===== src/rtl/load_store_unit_if.sv =====
// rtl/load_store_unit_if.sv - data-memory request/response bus of the load/store unit
//
// Purpose: carries one word-wide request (address, write data, byte enables,
//   direction) from the load/store unit to data memory and the completion
//   handshake back.
// Signals:
//   mem_req    LSU -> mem  request, held until mem_ack or abort
//   mem_we     LSU -> mem  1 = write
//   mem_addr   LSU -> mem  word-aligned address
//   mem_wdata  LSU -> mem  lane-replicated store data
//   mem_be     LSU -> mem  byte enables, bit i = byte lane i
//   mem_ack    mem -> LSU  request completes this cycle
//   mem_rdata  mem -> LSU  read word, valid with mem_ack on reads
// Modports: master (load/store unit side), slave (memory side).
interface load_store_unit_if;
  logic        mem_req;
  logic        mem_we;
  logic [31:0] mem_addr;
  logic [31:0] mem_wdata;
  logic [3:0]  mem_be;
  logic        mem_ack;
  logic [31:0] mem_rdata;

  modport master (
    output mem_req,
    output mem_we,
    output mem_addr,
    output mem_wdata,
    output mem_be,
    input  mem_ack,
    input  mem_rdata
  );

  modport slave (
    input  mem_req,
    input  mem_we,
    input  mem_addr,
    input  mem_wdata,
    input  mem_be,
    output mem_ack,
    output mem_rdata
  );
endinterface


===== src/rtl/load_store_unit.sv =====
// rtl/load_store_unit.sv - memory-access stage executing LOAD/STORE via a req/ack data bus
//
// Purpose: takes the ALU result as effective address and performs one byte,
//   halfword or word load/store per request. Stores get lane-replicated write
//   data and byte enables; loads are sign/zero extended from the addressed lane.
//   The core stalls while busy is high; done pulses for one cycle per operation.
// Parameters:
//   TIMEOUT_CYCLES  cycles spent waiting for mem_ack before the request is aborted
//   TO_W            width of the timeout counter
// Ports:
//   clk, rst        clock and synchronous active-high reset
//   start           request valid, only looked at in IDLE
//   opcode, funct3  instruction fields selecting LOAD/STORE and access size
//   addr            effective address
//   store_data      rs2 value for stores
//   busy            high whenever not IDLE
//   done, err       completion pulse and its error qualifier
//   rdata           extended load result, held until the next load completes
//   mem             load_store_unit_if master modport towards data memory
// Build option:
//   MISALIGN_TRAP_EN  when defined, misaligned halfword/word accesses complete
//                     immediately with err=1 and never issue a memory request.
module load_store_unit #(
  parameter int TIMEOUT_CYCLES = 16,
  parameter int TO_W           = 5
) (
  input  logic                      clk,
  input  logic                      rst,
  input  logic                      start,
  input  logic [6:0]                opcode,
  input  logic [2:0]                funct3,
  input  logic [31:0]               addr,
  input  logic [31:0]               store_data,
  output logic                      busy,
  output logic                      done,
  output logic                      err,
  output logic [31:0]               rdata,
  load_store_unit_if.master         mem
);

  localparam logic [6:0] OP_LOAD  = 7'b0000011;
  localparam logic [6:0] OP_STORE = 7'b0100011;

  // Size field shared by loads and stores: funct3[1:0] = 00 byte, 01 half, 10 word.
  localparam logic [1:0] SZ_B = 2'b00;
  localparam logic [1:0] SZ_H = 2'b01;

  localparam logic [TO_W-1:0] TO_LAST = TO_W'(TIMEOUT_CYCLES - 1);

  typedef enum logic [1:0] {
    S_IDLE = 2'd0,
    S_REQ  = 2'd1,
    S_DONE = 2'd2
  } state_t;

  state_t          state_q, state_d;
  logic [2:0]      funct3_q, funct3_d;
  logic [1:0]      lo_q, lo_d;
  logic            is_load_q, is_load_d;
  logic [TO_W-1:0] cnt_q, cnt_d;
  logic            err_q, err_d;
  logic [31:0]     rdata_q, rdata_d;
  logic            mem_req_q, mem_req_d;
  logic            mem_we_q, mem_we_d;
  logic [31:0]     mem_addr_q, mem_addr_d;
  logic [31:0]     mem_wdata_q, mem_wdata_d;
  logic [3:0]      mem_be_q, mem_be_d;

  logic            req_is_load;
  logic            req_is_store;
  logic            f3_legal;
  logic            misaligned;
  logic [3:0]      be_calc;
  logic [31:0]     wdata_calc;
  logic [31:0]     lane_word;
  logic [15:0]     lane_half;
  logic [31:0]     load_ext;

  // Request decode: size-derived byte enables and replicated write data.
  always_comb begin
    req_is_load  = (opcode == OP_LOAD);
    req_is_store = (opcode == OP_STORE);

    f3_legal = 1'b0;
    if (req_is_load) begin
      f3_legal = (funct3 == 3'b000) || (funct3 == 3'b001) || (funct3 == 3'b010) ||
                 (funct3 == 3'b100) || (funct3 == 3'b101);
    end else if (req_is_store) begin
      f3_legal = (funct3 == 3'b000) || (funct3 == 3'b001) || (funct3 == 3'b010);
    end

`ifdef MISALIGN_TRAP_EN
    misaligned = ((funct3[1:0] == SZ_H) && addr[0]) ||
                 ((funct3[1:0] == 2'b10) && (addr[1:0] != 2'b00));
`else
    misaligned = 1'b0;
`endif

    case (funct3[1:0])
      SZ_B:    be_calc = 4'b0001 << addr[1:0];
      SZ_H:    be_calc = 4'b0011 << {addr[1], 1'b0};
      default: be_calc = 4'b1111;
    endcase

    case (funct3[1:0])
      SZ_B:    wdata_calc = {4{store_data[7:0]}};
      SZ_H:    wdata_calc = {2{store_data[15:0]}};
      default: wdata_calc = store_data;
    endcase
  end

  // Load extraction uses the captured size and low address bits, since the
  // core-side inputs may already have moved on while the request is pending.
  always_comb begin
    lane_word = mem.mem_rdata >> {lo_q, 3'b000};
    lane_half = lo_q[1] ? mem.mem_rdata[31:16] : mem.mem_rdata[15:0];
    case (funct3_q)
      3'b000:  load_ext = {{24{lane_word[7]}}, lane_word[7:0]};
      3'b001:  load_ext = {{16{lane_half[15]}}, lane_half};
      3'b100:  load_ext = {24'h000000, lane_word[7:0]};
      3'b101:  load_ext = {16'h0000, lane_half};
      default: load_ext = mem.mem_rdata;
    endcase
  end

  // Next-state and registered-output logic.
  always_comb begin
    state_d     = state_q;
    funct3_d    = funct3_q;
    lo_d        = lo_q;
    is_load_d   = is_load_q;
    cnt_d       = cnt_q;
    err_d       = err_q;
    rdata_d     = rdata_q;
    mem_req_d   = mem_req_q;
    mem_we_d    = mem_we_q;
    mem_addr_d  = mem_addr_q;
    mem_wdata_d = mem_wdata_q;
    mem_be_d    = mem_be_q;

    case (state_q)
      S_IDLE: begin
        err_d = 1'b0;
        if (start && (req_is_load || req_is_store)) begin
          funct3_d  = funct3;
          lo_d      = addr[1:0];
          is_load_d = req_is_load;
          if (!f3_legal || misaligned) begin
            // Rejected before touching the bus: memory outputs keep their old values.
            state_d = S_DONE;
            err_d   = 1'b1;
          end else begin
            state_d     = S_REQ;
            cnt_d       = '0;
            mem_req_d   = 1'b1;
            mem_we_d    = req_is_store;
            mem_addr_d  = {addr[31:2], 2'b00};
            mem_be_d    = be_calc;
            mem_wdata_d = wdata_calc;
          end
        end
      end

      S_REQ: begin
        if (mem.mem_ack) begin
          state_d   = S_DONE;
          mem_req_d = 1'b0;
          err_d     = 1'b0;
          if (is_load_q) begin
            rdata_d = load_ext;
          end
        end else if (cnt_q == TO_LAST) begin
          // Last permitted wait cycle without ack: abort, rdata untouched.
          state_d   = S_DONE;
          mem_req_d = 1'b0;
          err_d     = 1'b1;
        end else begin
          cnt_d = cnt_q + TO_W'(1);
        end
      end

      S_DONE: begin
        state_d = S_IDLE;
        err_d   = 1'b0;
      end

      default: begin
        state_d   = S_IDLE;
        mem_req_d = 1'b0;
        err_d     = 1'b0;
      end
    endcase
  end

  always_ff @(posedge clk) begin
    if (rst) begin
      state_q     <= S_IDLE;
      funct3_q    <= 3'b000;
      lo_q        <= 2'b00;
      is_load_q   <= 1'b0;
      cnt_q       <= '0;
      err_q       <= 1'b0;
      rdata_q     <= 32'h0;
      mem_req_q   <= 1'b0;
      mem_we_q    <= 1'b0;
      mem_addr_q  <= 32'h0;
      mem_wdata_q <= 32'h0;
      mem_be_q    <= 4'b0000;
    end else begin
      state_q     <= state_d;
      funct3_q    <= funct3_d;
      lo_q        <= lo_d;
      is_load_q   <= is_load_d;
      cnt_q       <= cnt_d;
      err_q       <= err_d;
      rdata_q     <= rdata_d;
      mem_req_q   <= mem_req_d;
      mem_we_q    <= mem_we_d;
      mem_addr_q  <= mem_addr_d;
      mem_wdata_q <= mem_wdata_d;
      mem_be_q    <= mem_be_d;
    end
  end

  assign busy          = (state_q != S_IDLE);
  assign done          = (state_q == S_DONE);
  assign err           = err_q;
  assign rdata         = rdata_q;
  assign mem.mem_req   = mem_req_q;
  assign mem.mem_we    = mem_we_q;
  assign mem.mem_addr  = mem_addr_q;
  assign mem.mem_wdata = mem_wdata_q;
  assign mem.mem_be    = mem_be_q;

endmodule


===== src/flat_wrapper.sv =====
// flat-port wrapper written by rule: the top's interface ports become plain ports
module load_store_unit_flat 
#(
  parameter int TIMEOUT_CYCLES = 16,
  parameter int TO_W           = 5
)
  (clk, rst, start, opcode, funct3, addr, store_data, busy, done, err, rdata, mem_mem_req, mem_mem_we, mem_mem_addr, mem_mem_wdata, mem_mem_be, mem_mem_ack, mem_mem_rdata);
  load_store_unit_if mem_i ();
  input  logic clk;
  input  logic rst;
  input  logic start;
  input  logic [6:0] opcode;
  input  logic [2:0] funct3;
  input  logic [31:0] addr;
  input  logic [31:0] store_data;
  output logic busy;
  output logic done;
  output logic err;
  output logic [31:0] rdata;
  output wire logic [$bits(mem_i.mem_req)-1:0] mem_mem_req;
  output wire logic [$bits(mem_i.mem_we)-1:0] mem_mem_we;
  output wire logic [$bits(mem_i.mem_addr)-1:0] mem_mem_addr;
  output wire logic [$bits(mem_i.mem_wdata)-1:0] mem_mem_wdata;
  output wire logic [$bits(mem_i.mem_be)-1:0] mem_mem_be;
  input wire logic [$bits(mem_i.mem_ack)-1:0] mem_mem_ack;
  input wire logic [$bits(mem_i.mem_rdata)-1:0] mem_mem_rdata;
  assign mem_mem_req = mem_i.mem_req;
  assign mem_mem_we = mem_i.mem_we;
  assign mem_mem_addr = mem_i.mem_addr;
  assign mem_mem_wdata = mem_i.mem_wdata;
  assign mem_mem_be = mem_i.mem_be;
  assign mem_i.mem_ack = mem_mem_ack;
  assign mem_i.mem_rdata = mem_mem_rdata;
  load_store_unit #(.TIMEOUT_CYCLES(TIMEOUT_CYCLES), .TO_W(TO_W)) u_core (.clk(clk), .rst(rst), .start(start), .opcode(opcode), .funct3(funct3), .addr(addr), .store_data(store_data), .busy(busy), .done(done), .err(err), .rdata(rdata), .mem(mem_i));
endmodule

===== config.mk =====
export PLATFORM = sky130hd
export DESIGN_NAME = load_store_unit_flat
export DESIGN_NICKNAME = d
export VERILOG_FILES = /design/src/rtl/load_store_unit_if.sv /design/src/rtl/load_store_unit.sv /design/src/flat_wrapper.sv
export SDC_FILE = /design/constraint.sdc
export NUM_CORES = 1
export LEC_CHECK = 0
export BUFFER_PORTS_ARGS = -buffer_cell sky130_fd_sc_hd__buf_4
export CAP_MARGIN = 20
export CORE_ASPECT_RATIO = 0.7
export CORE_MARGIN = 10
export CORE_UTILIZATION = 40
export DETAILED_ROUTE_END_ITERATION = 6
export PLACE_DENSITY = 0.72
export SYNTH_ARGS = -nofsm -noshare
export SYNTH_HDL_FRONTEND = slang
export SYNTH_SLANG_ARGS = --single-unit
export TNS_END_PERCENT = 30

===== constraint.sdc =====
create_clock -name clk -period 1.9 [get_ports clk]
set_input_delay 0.19 -clock clk [delete_from_list [all_inputs] [get_ports clk]]
set_output_delay 0.19 -clock clk [all_outputs]
set_load 0.1 [all_outputs]

==> out/metrics.csv, run 1 <==
metric,value,unit
worst setup path class,reg -> reg,
most frequent standard cell in the layout excluding fill and tap cells,buf_4,
residual antenna-violating net count after detailed routing,0,
Combinational Power Share,0.087,
most used cells in the layout excluding fill and tap cells,"buf_4, dfxtp_1, a21oi_1",
total clock buffers created by CTS,17,
combinational family with the most area after synthesis,compound AO/OA/AOI/OAI gates,
clock insertion delay at the later pin of the skew report,410,ps
worst min-delay path category,in -> reg,
highest net fanout along the worst path,4,
worst slew margin relative to its limit,0.4204,
pwr dens,816.9,nW/µm²
VDD IR max,654.3,µV
routed via count,5742,
number of input and output port buffers inserted,212,
period utilization,0.9728,
count of max-cap constraint violations,0,
clock tree from TritonCTS,built,
number of fillers in the final layout,1100,
count of unique library cells instantiated by Yosys,54,
Clock Sink Count,114,
sequential cell area in the final layout,2285,µm²
critical path capture point type,flop,
pin count of the biggest net entering global routing,51,
end-of-flow core utilization,0.6049,
final count of pins violating max slew,0,
Period minus WS final,1848,ps
detailed-placement wirelength estimate,14.87,mm
global-route wire length before repair,31.01,mm
via count of the first global-routing pass,5740,
sequential fraction of design power,0.385,
die outline area,18160,µm²
Iteration-0 DRC Markers,414,
clock root buffer master,clkbuf_16,
overall fraction of global-route tracks in use,0.2119,
internal power contribution,4755,µW
total routed wirelength,20.12,mm
netlist area before placement,5243,µm²
worst clock skew,10.69,ps
number of detailed-routing iterations run before antenna repair,5,
Pwr Total,6243,µW
count of yosys warnings during synthesis,0,
initial cell density of the core,0.4149,
synthesis-stage register bit count,114,
die height,115.8,µm
number of hold violations in the final report,0,
Async SR Flop Fraction,0,
leakage power total,0.003076,µW
drt drc,0,
post-CTS clock slew at the launch and capture registers of the worst setup and hold paths,60,ps
leading register cell type out of synthesis,dfxtp_1,
data arrival at the endpoint of the critical path,2130,ps
routed len/inst,20.16,µm
share of the synthesized area in compound gates (AO/OA/AOI/OAI),0.2874,
status,completed,
ratio of cells with drive above 1 in the final layout,0.3648,
synthesized-area fraction occupied by and/or/nand/nor cells,0.1499,
part of the power in the clock network,0.529,
routability-driven placement congestion ratio,0.9045,
clock buffer depth,2,
maximum achievable frequency,541.0,MHz
Core Rows,34,
final setup violation count,0,
required arrival time at the worst endpoint,2190,ps
Overflow after GRT,0,
sequential-to-total area share from yosys stat,0.4353,
cell count after synthesis,625,
area used by multi-input combinational logic,2698,µm²
xor/xnor cell area share of the yosys netlist,0.005012,
switching power total,1488,µW
sort of element at the start of the critical path,flop,
average size of a mapped cell,8.388,µm²
adder-cell share of the synthesized area,0.004773,
area of the core region,12630,µm²
worst-margin pin slew,866.1,ps
number of antenna diodes,0,
Layout Area Growth over Synthesis,45.78,%
number of antenna violations at the first check in global routing,0,
per-cell via count in the routed design,5.754,
multiplexer share of the synthesized area,0.05728,
number of nets in the final layout,935,
number of levels the H-tree was split into,4,
fraction of power spent switching nets,0.2384,
count of flip-flops with a built-in enable after synthesis,0,
I/O pin count,215,
DIE WIDTH,156.8,µm
[sequential cells by signal, indices dropped and copies added, names as in the netlist, 2 cells and up]
name,cells
u_core.state_q,2
u_core.mem.mem_wdata,32
u_core.lo_q,2
u_core.rdata,32
u_core.mem.mem_be,4
u_core.cnt_q,5
u_core.mem.mem_addr,30
u_core.funct3_q,3
[repair_timing]
action / 4_1_cts / 5_1_grt
endpoints found under the setup margin: 3 / 9
resized for setup: 1 / 8
hold buffers: 0 / 0
setup buffers: 0 / 2
pin swaps: 0 / 2
[power groups by stage]
stage / registers [µW] / logic, µW / clock network [µW]
floorplan: 2480 / 209 / 0
global placement: 2450 / 524 / 0
detailed placement: 2450 / 531 / 0
CTS: 2400 / 535 / 3330
global route: 2400 / 576 / 3440
finish: 2400 / 542 / 3300
[cell usage after synthesis, types with 2 or more instances]
library cell  count  area share
nor4_1            4      0.0048
buf_2            15       0.014
a311oi_1         11       0.018
xor2_1            2      0.0033
nor2_1            9      0.0064
buf_4             4      0.0057
nand3_1          40       0.038
mux2i_1          21       0.040
o2111ai_1         8       0.013
buf_6             2      0.0043
a211oi_1         10       0.014
inv_1             7      0.0050
a221oi_1          7       0.012
a21oi_1          89       0.085
nand2_1          74       0.053
clkbuf_1         39       0.028
o21ai_0          78       0.074
a32o_1            7       0.013
nand2b_1          4      0.0048
a2111oi_0         2      0.0033
ha_1              2      0.0048
a31o_2            8       0.013
a311o_1           7       0.013
nand4_1           2      0.0024
nor2b_1           3      0.0036
dfxtp_1         114        0.44
mux2_2            8       0.017
a31oi_1           7      0.0084
nor3_1           14       0.013
o21a_1            3      0.0043
[routing by layer]
metal	part of all wire	up-vias	GRT usage
li1	-	2710	-
met4	0.021	0	0.08966
met3	0.074	23	0.04628
met1	0.41	2767	0.2615
met2	0.49	242	0.3526
met5	0	-	0
[critical path, stage by stage (launching register included)]
cell	delay, ps
dfxtp_2	340
ha_2	200
and3_4	180
ha_4	160
nor4b_4	330
buf_4	200
mux2i_2	250
nor3_2	50
[cell families after synthesis]
family | after synthesis
AOI/OAI and AO/OA | 245
and+or+nand+nor | 161
DFF | 114
buffers and inverters | 70
muxes | 29
xor gates and xnor gates | 3
adders and majority gates | 2
other | 1
[per-stage QoR]
step,worst slack [ps],hold slack [ps],std cells,cell area [µm²],TNS [ps]
floorplan,74.99,326.0,626,5249,0
global placement,60.23,454.3,964,6980,0
detailed placement,-35.32,459.8,964,6980,-53.72
CTS,-18.52,27.09,996,7596,-18.52
global route,-19.37,45.87,998,7642,-28.81
finish,51.66,38.79,998,7642,0
[layout make-up]
cell class	count	area share
clock buffers	20	0.05976
repair buffers	240	0.2374
multi-input cells	442	0.3530
inverters	8	0.003929
clock inverters	12	0.02046
well taps	162	0.02652
flip-flops and latches	114	0.2990
[worst paths after layout]
path / from / endpoint / slack [ps] / depth (start not counted)
max: u_core.cnt_q[0]$_SDFFE_PP0P_ / u_core.cnt_q[1]$_SDFFE_PP0P_ / 50 / 7
max reg2reg: u_core.cnt_q[0]$_SDFFE_PP0P_ / u_core.cnt_q[1]$_SDFFE_PP0P_ / 50 / 7
min: addr[15] / u_core.mem.mem_addr[15]$_SDFFE_PP0P_ / 40 / 3
min reg2reg: u_core.mem.mem_we$_SDFFE_PP0P_ / u_core.mem.mem_we$_SDFFE_PP0P_ / 470 / 2
No activity file was read; power rests on OpenSTA's default activity.
==> run 2, diff against run 1 <==
Settings changed: REMOVE_ABC_BUFFERS from default to 1.
==> run 2 against run 1 <==
Net effect: global-route usage decreased by 0.64 points; sequential share of layout area decreased by 0.48 points; flip-flop and latch count unchanged; critical endpoint is now u_core.cnt_q[3]$_SDFFE_PP0P_; critical path depth increased by 1; critical path type unchanged; final area increased by 1.6%.
==> out/metrics.csv, run 2 (synthesis results as in run 1) <==
metric,value,unit,change
residual antenna-violating net count after detailed routing,0,,unchanged
sort of element at the start of the critical path,flop,,
routed via count,5775,,+0.57%
initial cell density of the core,0.4149,,unchanged
I/O pin count,215,,unchanged
cts hold-fix bufs,0,,unchanged
number of detailed-routing iterations run before antenna repair,5,,unchanged
ratio of cells with drive above 1 in the final layout,0.3661,,+0.001281
period utilization,0.9766,,+0.003834
status,completed,,
clock buffer depth,2,,unchanged
Layout Area Growth over Synthesis,48.09,%,
die height,115.8,µm,unchanged
part of the power in the clock network,0.545,,+0.016
area used by multi-input combinational logic,2690,µm²,-0.28%
RSZ-0062 raised after global routing,true,,
Clock Sink Count,114,,unchanged
drt drc,0,,unchanged
Overflow after GRT,0,,unchanged
final setup violation count,0,,unchanged
detailed-placement wirelength estimate,14.32,mm,-3.7%
total clock buffers created by CTS,17,,unchanged
number of nets in the final layout,944,,+0.96%
layer carrying the most global-route usage,met2,,
clock root buffer master,clkbuf_16,,
number of antenna violations at the first check in global routing,0,,unchanged
maximum achievable frequency,538.9,MHz,-0.39%
highest net fanout along the worst path,4,,unchanged
routed len/inst,19.46,µm,-3.5%
global-route wire length before repair,30.46,mm,-1.8%
data arrival at the endpoint of the critical path,2160,ps,+30 ps
sum of negative setup slack,0,ps,unchanged
most frequent standard cell in the layout excluding fill and tap cells,buf_4,,
Period minus WS final,1856,ps,+7.284 ps
met2 Resource Use GR,0.3294,,-0.02320
number of fillers in the final layout,1075,,-2.3%
pin count of the biggest net entering global routing,54,,+5.9%
worst clock skew,10.26,ps,-0.4323 ps
number of levels the H-tree was split into,4,,unchanged
overall fraction of global-route tracks in use,0.2055,,-0.006423
final count of pins violating max slew,0,,unchanged
DIE WIDTH,156.8,µm,unchanged
post-CTS clock slew at the launch and capture registers of the worst setup and hold paths,50,ps,about the same
worst min-delay path category,in -> reg,,
required arrival time at the worst endpoint,2210,ps,+20 ps
pwr dens,831.8,nW/µm²,+1.8%
Core Rows,34,,unchanged
critical path capture point type,flop,,
most used cells in the layout excluding fill and tap cells,"buf_4, dfxtp_1, a21oi_1",,
Hold WS,50.28,ps,+11.49 ps
sequential cell area in the final layout,2283,µm²,about the same
sequential fraction of design power,0.372,,-0.013
count of max-cap constraint violations,0,,unchanged
die outline area,18160,µm²,unchanged
total routed wirelength,19.58,mm,-2.7%
leakage power total,0.003152,µW,+2.5%
routing usage on met3,0.08071,,+0.03443
number of antenna diodes,0,,unchanged
routability-driven placement congestion ratio,0.8870,,-1.9%
worst setup path class,reg -> reg,,
fraction of power spent switching nets,0.2187,,-0.01965
internal power contribution,5045,µW,+6.1%
Combinational Power Share,0.083,,-0.004
per-cell via count in the routed design,5.741,,-0.23%
via count of the first global-routing pass,5808,,+1.2%
clock insertion delay at the later pin of the skew report,400,ps,about the same
worst slew margin relative to its limit,0.5257,,+0.1053
clock tree from TritonCTS,built,,
number of input and output port buffers inserted,212,,unchanged
area of the core region,12630,µm²,unchanged
worst-margin pin slew,708.7,ps,-157.3 ps
Iteration-0 DRC Markers,537,,+30%
global-route track usage on met1,0.2496,,-0.01196
number of hold violations in the final report,0,,unchanged
VDD IR max,722.2,µV,+10%
switching power total,1412,µW,-5.1%
==> run 2: cell types whose count changed in the layout (fill, tap and decap cells not counted), moves of 2 or more <==
cell	delta
buf_12	+2
buf_4	+7
bufinv_16	+2
clkinv_4	-2
clkinvlp_4	-2
==> run 2: layout make-up <==
cell class,instances,area share
Tap cell,162,0.02611
Multi-Input combinational cell,442,0.3465
Sequential cell,114,0.2941
Clock buffer,21,0.06060
Inverter,8,0.003868
Clock inverter,10,0.02321
Timing Repair Buffer,249,0.2456
==> run 2: stage by stage <==
| stage | setup WS (ps) | total power, µW | std cells | utilization | instance area (µm²) |
|---|---|---|---|---|---|
| CTS | -6.964 | 6492 | 1003 | 0.6110 | 7720 |
| floorplan | -1005 | 2636 | 564 | - | 4964 |
| global route | -51.90 | 6663 | 1006 | 0.6145 | 7764 |
| global placement | 124.2 | 2975 | 972 | 0.5590 | 7063 |
| detailed placement | -50.55 | 2981 | 972 | 0.5590 | 7063 |
| finish | 44.38 | 6458 | 1006 | 0.6145 | 7764 |
==> run 2: timing repair <==
item	CTS	global route
buffers inserted	0	3
gates resized for setup	2	5
hold endpoints to repair	0	0
pin swaps	0	4
endpoints found under the setup margin	2	2
==> run 2: metal layers <==
layer	part of all wire	up-vias	wire length [µm]
li1	-	2726	-
met1	0.41	2753	8020
met2	0.47	274	9296
met3	0.10	22	1993
met4	0.014	0	265
met5	0	-	0
==> run 2: worst paths after layout <==
path                             startpoint  slack (ps)                             endpoint  depth (start not counted)
max            u_core.cnt_q[0]$_SDFFE_PP0P_          40         u_core.cnt_q[3]$_SDFFE_PP0P_                          8
min                                 addr[5]          50  u_core.mem.mem_addr[5]$_SDFFE_PP0P_                          3
max reg2reg    u_core.cnt_q[0]$_SDFFE_PP0P_          40         u_core.cnt_q[3]$_SDFFE_PP0P_                          8
min reg2reg  u_core.mem.mem_we$_SDFFE_PP0P_         470       u_core.mem.mem_we$_SDFFE_PP0P_                          2
==> run 2: worst max-delay path, cell delays in order (launching register included) <==
cell and delay, ps:
dfxtp_2 330, ha_2 180, and3_4 180, ha_4 160
nor4b_4 280, buf_4 170, nand4_1 100, xor2_1 180
nor3_1 180
==> run 2: power groups by stage <==
stage	Combinational (µW)	Sequential, µW	Clock (µW)
6_report	537	2400	3520
5_1_grt	575	2400	3690
4_1_cts	532	2400	3560
3_5_place_dp	529	2450	0
3_3_place_gp	523	2450	0
2_1_floorplan	152	2480	0
